`src/rtl/dispatch_pkg.sv`:
```
// Shared definitions for the dispatch/execute slice:
// FU identifiers, implemented mask and result-queue entry.
package dispatch_pkg;

  localparam int NUM_FU = 8;
  localparam int FU_ADD = 0;
  localparam int FU_SUB = 1;
  localparam int FU_AND = 2;
  localparam int FU_OR  = 3;
  localparam int FU_XOR = 4;
  localparam int FU_SLL = 5;
  localparam int FU_SRL = 6;
  localparam int FU_MUL = 7;

  localparam int RQ_DATA_W = 32;
  localparam int RQ_TAG_W  = 4;

  localparam logic [NUM_FU-1:0] FU_IMPL = '1;

  typedef struct packed {
    logic [RQ_TAG_W-1:0]  tag;
    logic [RQ_DATA_W-1:0] data;
  } rq_entry_t;

endpackage

```
`src/rtl/result_queue.sv`:
```
// First-word-fall-through result FIFO with wrap-around
// pointers; the head is zero while the queue is empty.
import dispatch_pkg::*;

module result_queue #(
  parameter int DEPTH = 4
) (
  input  logic                       clk,
  input  logic                       rst,
  input  logic                       push,
  input  rq_entry_t                  wr,
  input  logic                       pop,
  output rq_entry_t                  rd,
  output logic                       full,
  output logic                       empty,
  output logic [$clog2(DEPTH):0]     count
);

  localparam int AW = $clog2(DEPTH);
  localparam int CW = AW + 1;

  rq_entry_t         mem [DEPTH];
  logic [AW-1:0]     wptr;
  logic [AW-1:0]     rptr;
  logic              do_push;
  logic              do_pop;

  assign full    = (count == CW'(DEPTH));
  assign empty   = (count == '0);
  assign do_pop  = pop & ~empty;
  assign do_push = push & (~full | do_pop);
  assign rd      = empty ? '0 : mem[rptr];

  // Storage array; contents are don't-care until written.
  always_ff @(posedge clk) begin
    if (do_push) mem[wptr] <= wr;
  end

  // Pointer and occupancy bookkeeping.
  always_ff @(posedge clk or posedge rst) begin
    if (rst) begin
      wptr  <= '0;
      rptr  <= '0;
      count <= '0;
    end else begin
      if (do_push) wptr <= wptr + 1'b1;
      if (do_pop)  rptr <= rptr + 1'b1;
      if (do_push && !do_pop)      count <= count + 1'b1;
      else if (do_pop && !do_push) count <= count - 1'b1;
    end
  end

endmodule

```
`src/rtl/dispatch_execute_unit.sv`:
```
// Dispatch consumer, eight FUs, lowest-ID completion
// arbiter and the held broadcast bus towards the ROB.
import dispatch_pkg::*;

module dispatch_execute_unit #(
  parameter int DATA_WIDTH  = RQ_DATA_W,
  parameter int TAG_WIDTH   = RQ_TAG_W,
  parameter int EXEC_WIDTH  = 4,
  parameter int MUL_LATENCY = 4,
  parameter int RQ_DEPTH    = 4
) (
  input  logic                     clk,
  input  logic                     rst,
  input  logic                     halt,
  input  logic                     dispatch,
  input  logic [DATA_WIDTH-1:0]    op1,
  input  logic [DATA_WIDTH-1:0]    op2,
  input  logic [EXEC_WIDTH-1:0]    executionID_DU,
  input  logic [TAG_WIDTH-1:0]     executionTag,
  output logic [2**EXEC_WIDTH-1:0] availableFunctionalUnits,
  output logic                     broadcastDataAvailable,
  output logic [TAG_WIDTH-1:0]     broadcastDestinationTag,
  output logic [DATA_WIDTH-1:0]    broadcastDestinationData,
  input  logic                     ongoingBroadcast,
  output logic                     dispatchError
);

  localparam int FW  = $clog2(NUM_FU);
  localparam int MCW = $clog2(MUL_LATENCY);
  localparam int QCW = $clog2(RQ_DEPTH) + 1;

  logic [NUM_FU-1:0]     busy;
  logic [NUM_FU-1:0]     accept;
  logic [NUM_FU-1:0]     done;
  logic [NUM_FU-1:0]     grant;
  logic [DATA_WIDTH-1:0] a_q [NUM_FU];
  logic [DATA_WIDTH-1:0] b_q [NUM_FU];
  logic [TAG_WIDTH-1:0]  t_q [NUM_FU];
  logic [DATA_WIDTH-1:0] res [NUM_FU];
  logic [MCW-1:0]        mul_cnt;
  logic [FW-1:0]         win;
  logic                  any_done;
  logic                  bad;
  logic                  push;
  logic                  pop;
  rq_entry_t             wr;
  rq_entry_t             head;
  logic                  q_full;
  logic                  q_empty;
  logic [QCW-1:0]        q_count;

  // Per-FU accept decode and the idle mask seen by the ROB.
  always_comb begin
    accept = '0;
    availableFunctionalUnits = '0;
    for (int i = 0; i < NUM_FU; i++) begin
      accept[i] = dispatch & ~halt & FU_IMPL[i] & ~busy[i]
                & (executionID_DU == EXEC_WIDTH'(i));
      availableFunctionalUnits[i] = FU_IMPL[i] & ~busy[i]
        & ~(dispatch & (executionID_DU == EXEC_WIDTH'(i)));
    end
  end

  assign bad = dispatch & ~halt & ~|accept;

  // FU datapaths operate on their latched operands.
  always_comb begin
    res[FU_ADD] = a_q[FU_ADD] + b_q[FU_ADD];
    res[FU_SUB] = a_q[FU_SUB] - b_q[FU_SUB];
    res[FU_AND] = a_q[FU_AND] & b_q[FU_AND];
    res[FU_OR]  = a_q[FU_OR]  | b_q[FU_OR];
    res[FU_XOR] = a_q[FU_XOR] ^ b_q[FU_XOR];
    res[FU_SLL] = a_q[FU_SLL] << b_q[FU_SLL][4:0];
    res[FU_SRL] = a_q[FU_SRL] >> b_q[FU_SRL][4:0];
    res[FU_MUL] = a_q[FU_MUL] * b_q[FU_MUL];
  end

  // Completion: single-cycle FUs are done once busy, mul on count 0.
  always_comb begin
    done = busy;
    done[FU_MUL] = busy[FU_MUL] & (mul_cnt == '0);
    any_done = |done;
    win = '0;
    for (int i = NUM_FU - 1; i >= 0; i--) begin
      if (done[i]) win = FW'(i);
    end
  end

  assign pop   = ~q_empty & ~ongoingBroadcast & ~halt;
  assign push  = any_done & ~halt
               & ((q_count < QCW'(RQ_DEPTH)) | pop);
  assign grant = push ? (NUM_FU'(1) << win) : '0;
  assign wr    = '{tag: t_q[win], data: res[win]};

  // Operand capture needs no reset; busy qualifies it.
  always_ff @(posedge clk) begin
    for (int i = 0; i < NUM_FU; i++) begin
      if (accept[i]) begin
        a_q[i] <= op1;
        b_q[i] <= op2;
        t_q[i] <= executionTag;
      end
    end
  end

  // Busy flags, multiplier countdown and sticky error.
  always_ff @(posedge clk or posedge rst) begin
    if (rst) begin
      busy          <= '0;
      mul_cnt       <= '0;
      dispatchError <= 1'b0;
    end else if (!halt) begin
      for (int i = 0; i < NUM_FU; i++) begin
        if (accept[i])     busy[i] <= 1'b1;
        else if (grant[i]) busy[i] <= 1'b0;
      end
      if (accept[FU_MUL])
        mul_cnt <= MCW'(MUL_LATENCY - 1);
      else if (busy[FU_MUL] && mul_cnt != '0)
        mul_cnt <= mul_cnt - 1'b1;
      if (bad) dispatchError <= 1'b1;
    end
  end

  result_queue #(.DEPTH(RQ_DEPTH)) u_rq (
    .clk   (clk),
    .rst   (rst),
    .push  (push),
    .wr    (wr),
    .pop   (pop),
    .rd    (head),
    .full  (q_full),
    .empty (q_empty),
    .count (q_count)
  );

  assign broadcastDataAvailable   = ~q_empty;
  assign broadcastDestinationTag  = head.tag;
  assign broadcastDestinationData = head.data;

  // Occupancy count and full flag must always agree.
  always @(posedge clk) begin
    if (!rst) assert (q_full == (q_count == QCW'(RQ_DEPTH)));
  end

endmodule

```
`config.mk`:
```
export PLATFORM = sky130hd
export DESIGN_NAME = dispatch_execute_unit
export DESIGN_NICKNAME = d
export VERILOG_FILES = /design/src/rtl/dispatch_pkg.sv /design/src/rtl/result_queue.sv /design/src/rtl/dispatch_execute_unit.sv
export SDC_FILE = /design/constraint.sdc
export NUM_CORES = 2
export LEC_CHECK = 0
export ABC_AREA = 1
export BUFFER_PORTS_ARGS = -buffer_cell sky130_fd_sc_hd__buf_2
export CAP_MARGIN = 20
export CORE_MARGIN = 2
export CORE_UTILIZATION = 27
export CTS_CLUSTER_DIAMETER = 150
export CTS_CLUSTER_SIZE = 25
export DETAILED_ROUTE_END_ITERATION = 12
export MAX_ROUTING_LAYER = met4
export PLACE_DENSITY = 0.4
export SLEW_MARGIN = 20
export SYNTH_ARGS = -nofsm -noshare
export SYNTH_HDL_FRONTEND = slang
export SYNTH_HIERARCHICAL = 1
export SYNTH_SLANG_ARGS = --single-unit
```
`constraint.sdc`:
```
create_clock -name clk -period 17.1 [get_ports clk]
set_clock_uncertainty 0.1 [all_clocks]
set_input_delay 0.855 -clock clk [delete_from_list [all_inputs] [get_ports clk]]
set_output_delay 0.855 -clock clk [all_outputs]
set_load 0.03 [all_outputs]
```
==> impl_metrics.py <==
metrics = {
    "worst_setup_path": {
        "timing.critical_path.fanout_max": 17,
        "critical_path_class": "reg2reg",
        "crit_path_start_kind": "flop",
        "cp_data_required_time_ns": 17.41,
        "critPathLaunch": "a_q[1][111]",
        "r2r-start": "a_q[1][111]",
        "worstPathArrival_ns": 8.47,
        "end_kind": "flop",
    },
    "timing": {
        "grt_setup_unrepaired": "no",
        "setup_violations_final": 0,
        "layout_worst_path_cycle_share": 0.477,
        "finalMaxSlewViolations": 0,
        "final.min_clock_period_ns": 8.16,
        "worstMarginPinSlew_ns": 1.14,
        "final_setup_tns_ns": 0,
        "postLayoutSetupSlackWorst_ns": 8.94,
        "max_clock_freq_mhz": 123,
        "max_slew_margin": 0.238,
        "timing.final.hold_violations": 0,
    },
    "cells_and_area": {
        "multi_input_area_mm2": 0.0235,
        "layout_common_cells": "1449 x sky130_fd_sc_hd__nand2_1, 1136 x sky130_fd_sc_hd__inv_1, 634 x sky130_fd_sc_hd__edfxtp_1",
        "drive_above_1_share": 0.0519,
        "n_fill_cell": 18932,
        "most_common_cell_after_layout_fill_and_taps_aside": "sky130_fd_sc_hd__nand2_1",
        "area_taken_by_flip_flops_and_latches_mm2": 0.0195,
        "layout.nets": 6083,
        "areaGrowthSynthToFinish_pct": 8.16,
    },
    "route": {
        "route.vias.total": 36453,
        "vias_per_cell": 4.68,
        "routedWlPerCell_um": 22.5,
        "route.detailed.drc": 0,
        "drtIter0Drc": 3492,
        "detail_route.first_pass.iterations": 6,
        "route.final.wire_length_um": 175000,
        "ant_nets": 0,
    },
    "min_path": {
        "min_path_type": "in2reg",
        "worstHoldStart": "executionTag[3]",
    },
    "cts": {
        "postCtsSetupRepairBufs": 0,
        "cts_htree_levels": 1,
        "clock_latency_ns": 0.68,
        "clockRootBuffer": "sky130_fd_sc_hd__clkbuf_16",
        "post_cts_resized": 0,
        "cts.sinks": 652,
        "cts_buffer_depth": 3,
        "number_of_cts_inserted_buffers": 30,
        "cts_tree": "built",
        "worst_setup_hold_path_clk_slew_ns": 0.12,
    },
    "global_route": {
        "wire_length_of_the_first_global_routing_pass_um": 257000,
        "grt.overflow.total": 0,
        "global_route.usage.total": 0.198,
        "grt_antenna_before_repair": 34,
        "grt_max_degree": 74,
        "grt_pass1_vias": 36744,
    },
    "status": {
        "run_status": "finished clean",
    },
    "power": {
        "p_leak_nw": 24.4,
        "power_per_cell_area_mw_per_mm2": 128,
        "worst_ir_drop_vdd_mv": 0.124,
        "power_mw": 6.66,
    },
    "floorplan": {
        "design.die.area_mm2": 0.182,
        "initial_utilization": 0.271,
        "number_of_standard_cell_rows_in_the_floorplan": 155,
        "boundaryPins": 131,
        "die_h_um": 427,
        "die_x_um": 427,
        "core-area_mm2": 0.178,
    },
    "synth": {
        "post_synth_inst_count": 5409,
        "yosys_warning_count": 6,
        "post_synth.cell_area_avg_um2": 8.93,
        "mappedNetlistArea_mm2": 0.0483,
    },
    "placement": {
        "placement.setup.worst_slack_ns": 8.98,
        "finalWeightedCongestion": 0.901,
        "dp.final_hpwl_um": 130000,
        "port_buffers": 122,
    },
    "flow_run": {
        "maxCapViolCount": 0,
    },
}
-- state kept, by name (all words and copies together), names as in the netlist --
name           cells
dispatchError      1
mul_cnt            2
busy               8
u_rq/mem         144
b_q              202
u_rq/rptr          2
u_rq/wptr          2
u_rq/count         3
a_q              256
t_q               32
-- metrics by stage --
step | instance area (um2) | cells | hold slack [ns] | util
floorplan | 48300 | 5416 | 0.384 | -
global placement | 51300 | 7725 | 0.381 | 0.288
detailed placement | 51300 | 7726 | 0.356 | 0.288
CTS | 52200 | 7772 | 0.326 | 0.293
global route | 52200 | 7774 | 0.346 | 0.293
finish | 52200 | 7782 | 0.359 | 0.293
-- final timing paths --
path	cells after the start	slack [ns]	end
worst max-delay path	27	8.94	u_rq/mem[3][24]
worst min-delay path	1	0.36	t_q[6][3]
worst max register to register	27	8.94	u_rq/mem[3][24]
worst min register to register	1	0.39	dispatchError
max in group asynchronous	3	15.89	busy[5]
min in group asynchronous	3	0.57	u_rq/count[1]
-- layer usage --
metal | vias to the layer above | global-route usage | share of wire
li1 | 17013 | - | -
met1 | 18338 | 0.287 | 0.47
met2 | 1012 | 0.309 | 0.45
met3 | 90 | 0.0178 | 0.063
met4 | 0 | 0.0229 | 0.011
met5 | - | - | 0
-- worst max-delay path, stage by stage (launching register included) --
cell	delay, ns
sky130_fd_sc_hd__edfxtp_1	1.11
sky130_fd_sc_hd__nand2_1	0.11
sky130_fd_sc_hd__inv_1	0.11
sky130_fd_sc_hd__fa_1	0.43
sky130_fd_sc_hd__inv_1	0.08
sky130_fd_sc_hd__fa_1	0.42
sky130_fd_sc_hd__fa_1	0.51
sky130_fd_sc_hd__fa_1	0.55
sky130_fd_sc_hd__inv_1	0.06
sky130_fd_sc_hd__fa_1	0.50
sky130_fd_sc_hd__inv_1	0.06
sky130_fd_sc_hd__fa_1	0.60
sky130_fd_sc_hd__inv_1	0.07
sky130_fd_sc_hd__fa_1	0.49
sky130_fd_sc_hd__fa_1	0.44
sky130_fd_sc_hd__ha_1	0.37
sky130_fd_sc_hd__nand2_1	0.17
sky130_fd_sc_hd__nor3_1	0.38
sky130_fd_sc_hd__nand4_1	0.17
sky130_fd_sc_hd__nand3_1	0.15
sky130_fd_sc_hd__a21o_1	0.17
sky130_fd_sc_hd__a21oi_1	0.07
sky130_fd_sc_hd__o21ai_0	0.20
sky130_fd_sc_hd__nand2_1	0.25
sky130_fd_sc_hd__nand2_1	0.11
sky130_fd_sc_hd__nand2_1	0.07
sky130_fd_sc_hd__nand2_1	0.08
sky130_fd_sc_hd__inv_1	0.08
-- power breakdown --
group,switching [mW],internal (mW),total (mW)
logic,2.68,0.949,3.63
clock network,0.533,0.338,0.871
registers,0.0611,2.10,2.16
total,3.28,3.38,6.66
-- repair_timing --
action | in CTS | in global routing
setup endpoints to repair | 0 | 0
hold endpoints to repair | 7 | 0
hold buffers | 1 | 0
-- cell type report --
| cell class | count | share of cell area |
|---|---|---|
| multi-input combinational | 3386 | 0.450 |
| sequential | 652 | 0.373 |
| inverter | 1153 | 0.0829 |
| tap | 2355 | 0.0564 |
| timing repair buffer | 181 | 0.0206 |
| clock buffer | 43 | 0.0157 |
| clock inverter | 2 | 0.000527 |
| antenna | 10 | 0.000479 |
No activity file was read; power rests on OpenSTA's default activity.
